[src/rtl/pipe_stage_skid.sv]
// Pipeline-stage register with valid/ready handshake and a 2-entry skid buffer.
// CTRL is squashed on bubbles/flush; DATA optionally cleared; saturating stall/flush counters.
module pipe_stage_skid #(
  parameter int unsigned CTRL_W     = 8,
  parameter int unsigned DATA_W     = 96,
  parameter int unsigned CLEAR_DATA = 0,
  parameter int unsigned CNT_W      = 16
) (
  input  logic              clk,
  input  logic              reset,
  input  logic              flush,
  input  logic              in_valid,
  output logic              in_ready,
  input  logic [CTRL_W-1:0] in_ctrl,
  input  logic [DATA_W-1:0] in_data,
  output logic              out_valid,
  input  logic              out_ready,
  output logic [CTRL_W-1:0] out_ctrl,
  output logic [DATA_W-1:0] out_data,
  output logic [1:0]        occupancy,
  output logic [CNT_W-1:0]  stall_cnt,
  output logic [CNT_W-1:0]  flush_cnt
);

  typedef enum logic [1:0] {
    EMPTY = 2'd0,
    ONE   = 2'd1,
    FULL  = 2'd2
  } state_t;

  state_t            state;
  logic [CTRL_W-1:0] main_ctrl;
  logic [CTRL_W-1:0] skid_ctrl;
  logic [DATA_W-1:0] main_data;
  logic [DATA_W-1:0] skid_data;
  logic              in_fire;
  logic              out_fire;

  // Handshake flags decode straight from the state register, so in_ready has no input path.
  assign in_ready  = (state != FULL);
  assign out_valid = (state != EMPTY);
  assign in_fire   = in_valid & in_ready;
  assign out_fire  = out_valid & out_ready;
  assign out_ctrl  = out_valid ? main_ctrl : '0;
  assign out_data  = main_data;

  always_comb begin
    occupancy = 2'd0;
    case (state)
      ONE:     occupancy = 2'd1;
      FULL:    occupancy = 2'd2;
      default: occupancy = 2'd0;
    endcase
  end

  always_ff @(posedge clk or negedge reset) begin
    if (!reset) begin
      state     <= EMPTY;
      main_ctrl <= '0;
      skid_ctrl <= '0;
      main_data <= '0;
      skid_data <= '0;
    end else if (flush) begin
      state     <= EMPTY;
      main_ctrl <= '0;
      skid_ctrl <= '0;
      if (CLEAR_DATA != 0) begin
        main_data <= '0;
        skid_data <= '0;
      end
    end else begin
      case (state)
        EMPTY: begin
          if (in_fire) begin
            main_ctrl <= in_ctrl;
            main_data <= in_data;
            state     <= ONE;
          end
        end
        ONE: begin
          if (in_fire && out_fire) begin
            main_ctrl <= in_ctrl;
            main_data <= in_data;
          end else if (in_fire) begin
            skid_ctrl <= in_ctrl;
            skid_data <= in_data;
            state     <= FULL;
          end else if (out_fire) begin
            state <= EMPTY;
          end
        end
        FULL: begin
          if (out_fire) begin
            main_ctrl <= skid_ctrl;
            main_data <= skid_data;
            state     <= ONE;
          end
        end
        default: state <= EMPTY;
      endcase
    end
  end

  always_ff @(posedge clk or negedge reset) begin
    if (!reset) begin
      stall_cnt <= '0;
      flush_cnt <= '0;
    end else begin
      if (out_valid && !out_ready && !flush && (stall_cnt != '1)) begin
        stall_cnt <= stall_cnt + CNT_W'(1);
      end
      if (flush && (state != EMPTY) && (flush_cnt != '1)) begin
        flush_cnt <= flush_cnt + CNT_W'(1);
      end
    end
  end

endmodule
[config.mk]
export PLATFORM = sky130hd
export DESIGN_NAME = pipe_stage_skid
export DESIGN_NICKNAME = d
export VERILOG_FILES = /design/src/rtl/pipe_stage_skid.sv
export SDC_FILE = /design/constraint.sdc
export NUM_CORES = 1
export LEC_CHECK = 0
export ABC_AREA = 1
export CORE_ASPECT_RATIO = 1.75
export CORE_UTILIZATION = 32
export DETAILED_ROUTE_END_ITERATION = 8
export GPL_ROUTABILITY_DRIVEN = 1
export GPL_TIMING_DRIVEN = 0
export PLACE_DENSITY_LB_ADDON = 0.05
export SLEW_MARGIN = 20
export SYNTH_ARGS = -nofsm -noshare
export SYNTH_HDL_FRONTEND = slang
export SYNTH_SLANG_ARGS = --single-unit
[constraint.sdc]
create_clock -name clk -period 1.96 [get_ports clk]
set_clock_uncertainty 0.05 [all_clocks]
set_input_delay 0.196 -clock clk [delete_from_list [all_inputs] [get_ports clk]]
set_output_delay 0.196 -clock clk [all_outputs]
set_load 0.01 [all_outputs]
==> results.md, run 1 <==
* Power per cell area at ~1300 mW/mm^2
* CP max FO at 10
* Floorplan die width at 145 um
* FF-to-FF setup slack at about 3 ps
* Antenna violations before repair at 2
* Final Hold Viols at 0
* Top area cells in the synthesized netlist: dfrtp_1, nand2_1, o21ai_2
* Port bufs at 248
* FF-to-FF path depth at 12
* Cells along the critical path: buf_6, ha_4, inv_2, nand2_4, nand2_1, nand2_4, nor2_4, nand2_4, bufbuf_16, buf_6, nand2_1, o21ai_2
* Critical Path Start Type: flop
* Top Family by Delay on Critical Path: buffers and inverters
* CP most frequent cell: nand2_4
* Yosys cell types at 29
* Area added between synthesis and finish at 39.2%
* Buf+Inv Stages, Crit Path at 4
* Total Routing Usage GR at between 10% and 20%
* Final Cycle Share at 99.8%
* MaxCap Viol Count at 0
* Net Sw Frac at roughly a third
* CTS clk-pin slew, worst paths at roughly 60 ps
* Cts bufs inserted at 26
* Clock network power share at between 20% and 30%
* Placed Cells at between 2000 and 2500
* Cell Area, Synth at ~0.011 mm^2
* Total gr overflow at 0
* Die area at around 0.037 mm^2
* Dpl hpwl at between 20000 and 25000 um
* Skew-Pair Late Insertion Delay at 530 ps
* Share of cells above drive strength 1 at 15.7%
* Largest net degree at the start of global routing at slightly above 90
* Seq pwr share at around two fifths
* Vias in the first global route at 9560
* Clock buffer depth at 3
* Share of the synthesized area in the top cell type at a little over half
* Final setup margin at ~3 ps
* Cell accounting for the most synthesized area: dfrtp_1
* Synthesized instance count at about 1300
* Part of the power in combinational logic at between 30% and 40%
* Reg2reg start: state[1]$_DFFE_PN0P_
* CP arrival at between 2000 and 2500 ps
* Slew Limit Fails at 0
* Worst path max stage delay at approximately 410 ps
* Clock Sinks at approximately 240
* Syn. warnings at 0
* Vias at 9503
* Critical Path RT at approximately 2300 ps
* Worst Hold Class: in -> async
* Antenna-violating nets left at 0
* First-pass GRT wire length at approximately 54000 um
* GP Congestion at between 0.8 and 0.9
* Leak Pwr at slightly above 7 nW
* IO Count at roughly 250
* Post-synth net total at 1420
* Crit-path slowest cell: dfrtp_1
* DR pass1 iterations at 4
* TritonCTS clock tree: yes
* Fin cells at between 2000 and 2500
* # rows at 91
* Nets@finish at 1712
* Run status: finished, final reports clean
* Worst setup path class: reg -> reg
* CP endpoint kind: flop
* DP Worst Slack at -530 ps
* Core box area at 0.0352 mm^2
* Iteration-0 DRC Markers at 341
* Setup violators final at 0
* Setup TNS at 0 ps
* Slew @ Worst Pin at about 570 ps
* Fillers at 3473
* Residual DRC at 0
* FMAX at 511 MHz
* Vias per inst at ~4.6
* Seq/Total Area, Yosys at 52.9%
* H-tree lvl count at 1
* Avg Cell Area, Syn at 8.78 um^2
* Initial Utilization at between 30% and 40%
* Routed wire length at 33800 um
* Switching pwr at 6.62 mW
* CTS Root Cell: clkbuf_16
* Min Tclk post-route at 1960 ps
* FF-to-FF End: out_data[23]$_DFFE_PN0P_
* #FFs+latches synth at about 240
* Hold Slack at ~150 ps
* Maximum vdd drop at 0.692 mV
* RSZ-0062 raised after global routing: true
* Int Pwr at about 14 mW
* Relative slew slack at between 60% and 70%
* Die height at ~250 um
* WL per Instance at ~16 um
[final cells by class]
type                    instances  area, um^2  share of cell area [%]
flip-flops and latches        242        6060                    38.0
diodes                          2        5.00                  0.0314
well taps                     465         582                    3.65
plain buffers                  64         603                    3.78
clock inverters                 7         110                   0.691
repair buffers                266        2690                    16.9
clock buffers                  40         805                    5.05
multi-input cells             903        4720                    29.6
inverters                      93         357                    2.24
[power groups by stage]
stage | logic, mW | clock network [mW] | registers [mW]
3_3_place_gp | 6.79 | 0 | 8.23
5_1_grt | 7.83 | 5.62 | 8.39
6_report | 7.07 | 5.27 | 8.14
3_5_place_dp | 6.88 | 0 | 8.24
2_1_floorplan | 3.15 | 0 | 8.45
4_1_cts | 7.08 | 5.47 | 8.16
[how the worst max path moves through the flow]
stage                         startpoint                         to  cells after the start
floorplan           state[0]$_DFFE_PN0P_    out_data[0]$_DFFE_PN0P_                     10
global placement                   reset  skid_data[71]$_DFFE_PN0P_                      1
detailed placement  state[0]$_DFFE_PN0P_   out_data[44]$_DFFE_PN0P_                      9
CTS                 state[1]$_DFFE_PN0P_   out_data[35]$_DFFE_PN0P_                     11
global route        state[0]$_DFFE_PN0P_   out_data[18]$_DFFE_PN0P_                     12
finish              state[1]$_DFFE_PN0P_   out_data[23]$_DFFE_PN0P_                     12
[layer usage]
layer	GRT usage (%)	wire (um)	vias up	share of wire, %
met3	3.05	1410	45	4.2
met2	34.7	18300	197	54
li1	-	-	4734	-
met1	21.2	13300	4527	39
met5	0	0	-	0
met4	6.50	873	0	2.6
[sequential cells by signal, indices dropped and copies added (netlist names)]
name       flops
main_ctrl      8
state          2
skid_data     96
stall_cnt     16
out_data      96
skid_ctrl      8
flush_cnt     16
[Yosys cell counts, drive strengths merged]
| cell | count |
|---|---|
| o22ai | 4 |
| buf | 53 |
| nor3 | 2 |
| inv | 93 |
| ha | 7 |
| clkbuf | 13 |
| nand2 | 519 |
| o21ai | 201 |
| mux2i | 57 |
| nand4 | 12 |
| a21oi | 6 |
| dfrtp | 242 |
| nor2 | 55 |
| xor2 | 5 |
| nand3b | 1 |
| and2 | 1 |
| xnor2 | 7 |
| nand3 | 26 |
[layout by cell type, fill, tap and decap left out, drive strengths merged]
cell type	n
mux2i	57
nand4	12
a21oi	6
nand3b	1
clkdlybuf4s15	2
inv	92
buf	81
nand2	519
diode	2
ha	7
dlygate4sd3	1
o22ai	4
nor3	2
nand3	26
dlygate4sd2	1
clkdlybuf4s50	235
bufbuf	2
clkbuf	48
xor2	5
bufinv	3
and2	1
clkinv	5
xnor2	7
nor2	55
dfrtp	242
o21ai	201
[stage by stage]
stage                     utilization [%]  cell area (um^2)  power (mW)
final                                45.3             15900        20.5
after global placement               41.2             14500        15.0
after CTS                            44.7             15700        20.7
after floorplan                         -             11400        11.6
after global routing                 45.3             15900        21.9
after detailed placement             41.4             14600        15.1
[cell families after synthesis]
| family | count (synthesis) | share of synthesized area (%) |
|---|---|---|
| simple gates | 616 | 21.3 |
| flops | 242 | 52.9 |
| compound gates | 211 | 12.1 |
| buf+inv | 159 | 7.03 |
| mux | 57 | 4.98 |
| xor+xnor | 12 | 0.918 |
| fa+ha+maj | 7 | 0.765 |
[what timing repair did]
| action | 4_1_cts | 5_1_grt |
|---|---|---|
| buffers inserted | 7 | 5 |
| pin swaps | 3 | 3 |
| endpoints found under the setup margin | 234 | 231 |
| gates resized for setup | 78 | 63 |
| hold buffers | 1 | 0 |
| endpoints found under the hold margin | 65 | 0 |
| cloned | 2 | 1 |
Power figures use the tool's default switching activity.
==> inputs of run 2 (changes only) <==
CAP_MARGIN = 20   (was not set)
RECOVER_POWER = 25   (was not set)
==> run 2 against run 1 <==
Global-route usage did not move. Clock power barely moved. The run now ends with negative setup slack left. Cell area fell by 0.20%. Largest power group unchanged. Clock-buffer cell count did not move. Critical path depth did not move.
==> results.md, run 2 (synthesized netlist as in run 1, its figures left out) <==
* Run status: complete, but fails checks
* Failing checks: negative setup slack
* Final setup margin at -0.440 ps (-3.45 ps)
* WL per Instance at 16.2 um (about the same)
* Vias at 9505 (+0.021%)
* Placement Cell Area at 0.0146 mm^2 (unchanged)
* Dpl hpwl at 23900 um (unchanged)
* IO Count at 249 (unchanged)
* RSZ-0062 raised after global routing: true
* Slew @ Worst Pin at 989 ps (+422 ps)
* Cts bufs inserted at 26 (unchanged)
* Most frequent cells in the layout: nand2_1, dfrtp_1, clkdlybuf4s50_1, o21ai_2, inv_1
* First-pass GRT wire length at 53500 um (unchanged)
* CP most frequent cell: nand2_4
* DR pass1 iterations at 4 (unchanged)
* CTS clk-pin slew, worst paths at 60 ps (about the same)
* Worst Hold Class: in -> reg
* Clock Sinks at 242 (unchanged)
* Power per cell area at 1290 mW/mm^2 (+0.16%)
* Port bufs at 248 (unchanged)
* Setup violators final at 3 (+3)
* Die height at 252 um (unchanged)
* FMAX at 510 MHz (-0.18%)
* Floorplan die width at 145 um (unchanged)
* Initial Utilization at 32.5% (unchanged)
* Worst path max stage delay at 410 ps (about the same)
* Critical Path RT at 2330 ps (about the same)
* GP Congestion at 0.822 (unchanged)
* Top Family by Delay on Critical Path: buffers and inverters
* CP arrival at 2330 ps (about the same)
* Total gr overflow at 0 (unchanged)
* Antenna violations before repair at 2 (unchanged)
* Final Cycle Share at 100% (+0.18 points)
* Worst setup path class: reg -> reg
* Cells along the critical path: buf_6, ha_4, inv_2, nand2_4, nand2_1, nand2_4, nor2_4, nand2_4, bufbuf_16, buf_6, nand2_1, o21ai_2
* CP endpoint kind: flop
* FF-to-FF path depth at 12 (unchanged)
* Critical Path Start Type: flop
* Share of cells above drive strength 1 at 15.7% (unchanged)
* Cell depth of the worst setup path at 12 (unchanged)
* Final Cell Area at 0.0159 mm^2 (-0.20%)
* Area taken by multi-input logic gates at 0.00472 mm^2 (unchanged)
* H-tree lvl count at 1 (unchanged)
* Antenna-violating nets left at 0 (unchanged)
* Area added between synthesis and finish at 38.9%
* Relative slew slack at 34.1% (-28 points)
* Nets@finish at 1712 (unchanged)
* Vias in the first global route at 9560 (unchanged)
* Buf+Inv Stages, Crit Path at 4 (unchanged)
* CTS Root Cell: clkbuf_16
* Leak Pwr at 7.13 nW (-0.19%)
* Iteration-0 DRC Markers at 342 (+0.29%)
* Crit-path slowest cell: dfrtp_1
* Die area at 0.0366 mm^2 (unchanged)
* Commonest non-fill, non-tap cell in the layout: nand2_1
* # rows at 91 (unchanged)
* CP max FO at 10 (unchanged)
* Hold Path Depth at 3
* Final Power at 20.5 mW (about the same)
* Slew Limit Fails at 0 (unchanged)
* Clock buffer depth at 3 (unchanged)
* Largest net degree at the start of global routing at 91 (unchanged)
* MaxCap Viol Count at 0 (unchanged)
* Skew-Pair Late Insertion Delay at 530 ps (about the same)
* Fillers at 3479 (+0.17%)
* Core box area at 0.0352 mm^2 (unchanged)
* Final Hold Viols at 0 (unchanged)
* Total Routing Usage GR at 18.6% (unchanged)
* Routed wire length at 33800 um (about the same)
* Maximum vdd drop at 0.692 mV (about the same)
* Residual DRC at 0 (unchanged)
* TritonCTS clock tree: yes
* Vias per inst at 4.57 (about the same)
* Min Tclk post-route at 1960 ps (+3.45 ps)
* Reg area at 0.00606 mm^2 (unchanged)
run 2: cell types whose count changed in the layout (fill, tap and decap cells not counted):
cell | previous run | this run
buf_16 | 2 | 0
buf_8 | 8 | 9
clkbuf_4 | 1 | 2
run 2: final cells by class:
type                       count  share of cell area (%)
sequential                   242                    38.1
clock inverter                 7                   0.692
tap                          465                    3.66
buffer                        64                    3.79
clock buffer                  40                    5.06
inverter                      93                    2.24
multi-input combinational    903                    29.7
timing repair buffer         266                    16.7
antenna                        2                  0.0315
run 2: path summary, 6_finish.rpt:
| check | startpoint | endpoint | slack, ps |
|---|---|---|---|
| worst max-delay path | state[1]$_DFFE_PN0P_ | out_data[23]$_DFFE_PN0P_ | -0.4 |
| worst min-delay path | in_data[53] | skid_data[53]$_DFFE_PN0P_ | 170 |
| worst max register to register | state[1]$_DFFE_PN0P_ | out_data[23]$_DFFE_PN0P_ | -0.4 |
| worst min register to register | skid_data[38]$_DFFE_PN0P_ | skid_data[38]$_DFFE_PN0P_ | 430 |
| max in group asynchronous | reset | stall_cnt[0]$_DFFE_PN0P_ | 280 |
| min in group asynchronous | reset | flush_cnt[1]$_DFFE_PN0P_ | 320 |
run 2: repair_timing:
action                                 4_1_cts  5_1_grt
setup buffers                                7        5
hold buffers                                 1        0
pin swaps                                    3        3
setup endpoints to repair                  234      231
endpoints found under the hold margin       65        0
gates cloned                                 2        1
gates resized for setup                     78       63
run 2: metrics by stage:
stage	setup TNS (ps)	instances	worst slack (ps)	utilization, %	hold WS (ps)
5_1_grt	-2440	2082	-71.2	45.2	173
2_1_floorplan	0	1304	145	-	-150
6_report	-0.783	2082	-0.440	45.2	168
3_3_place_gp	-2638590	2017	-10690	41.2	411
4_1_cts	-3230	2075	-75.4	44.7	138
3_5_place_dp	-65140	2019	-530	41.4	158
run 2: metal layers:
metal	up-vias	routed length, um	track usage [%]
met2	197	18300	34.7
li1	4733	-	-
met3	45	1410	3.05
met1	4530	13300	21.2
met4	0	873	6.50
met5	-	0	0
run 2: tightest hold or removal path, cell delays in order:
cell and delay (ps):
clkdlybuf4s50_1 410, nand2_1 70, nand2_1 40
run 2: where the power goes:
| group | switching [mW] | internal [mW] |
|---|---|---|
| sequential | 1.13 | 7.01 |
| clock | 2.07 | 3.20 |
| combinational | 3.42 | 3.64 |
| total | 6.61 | 13.9 |
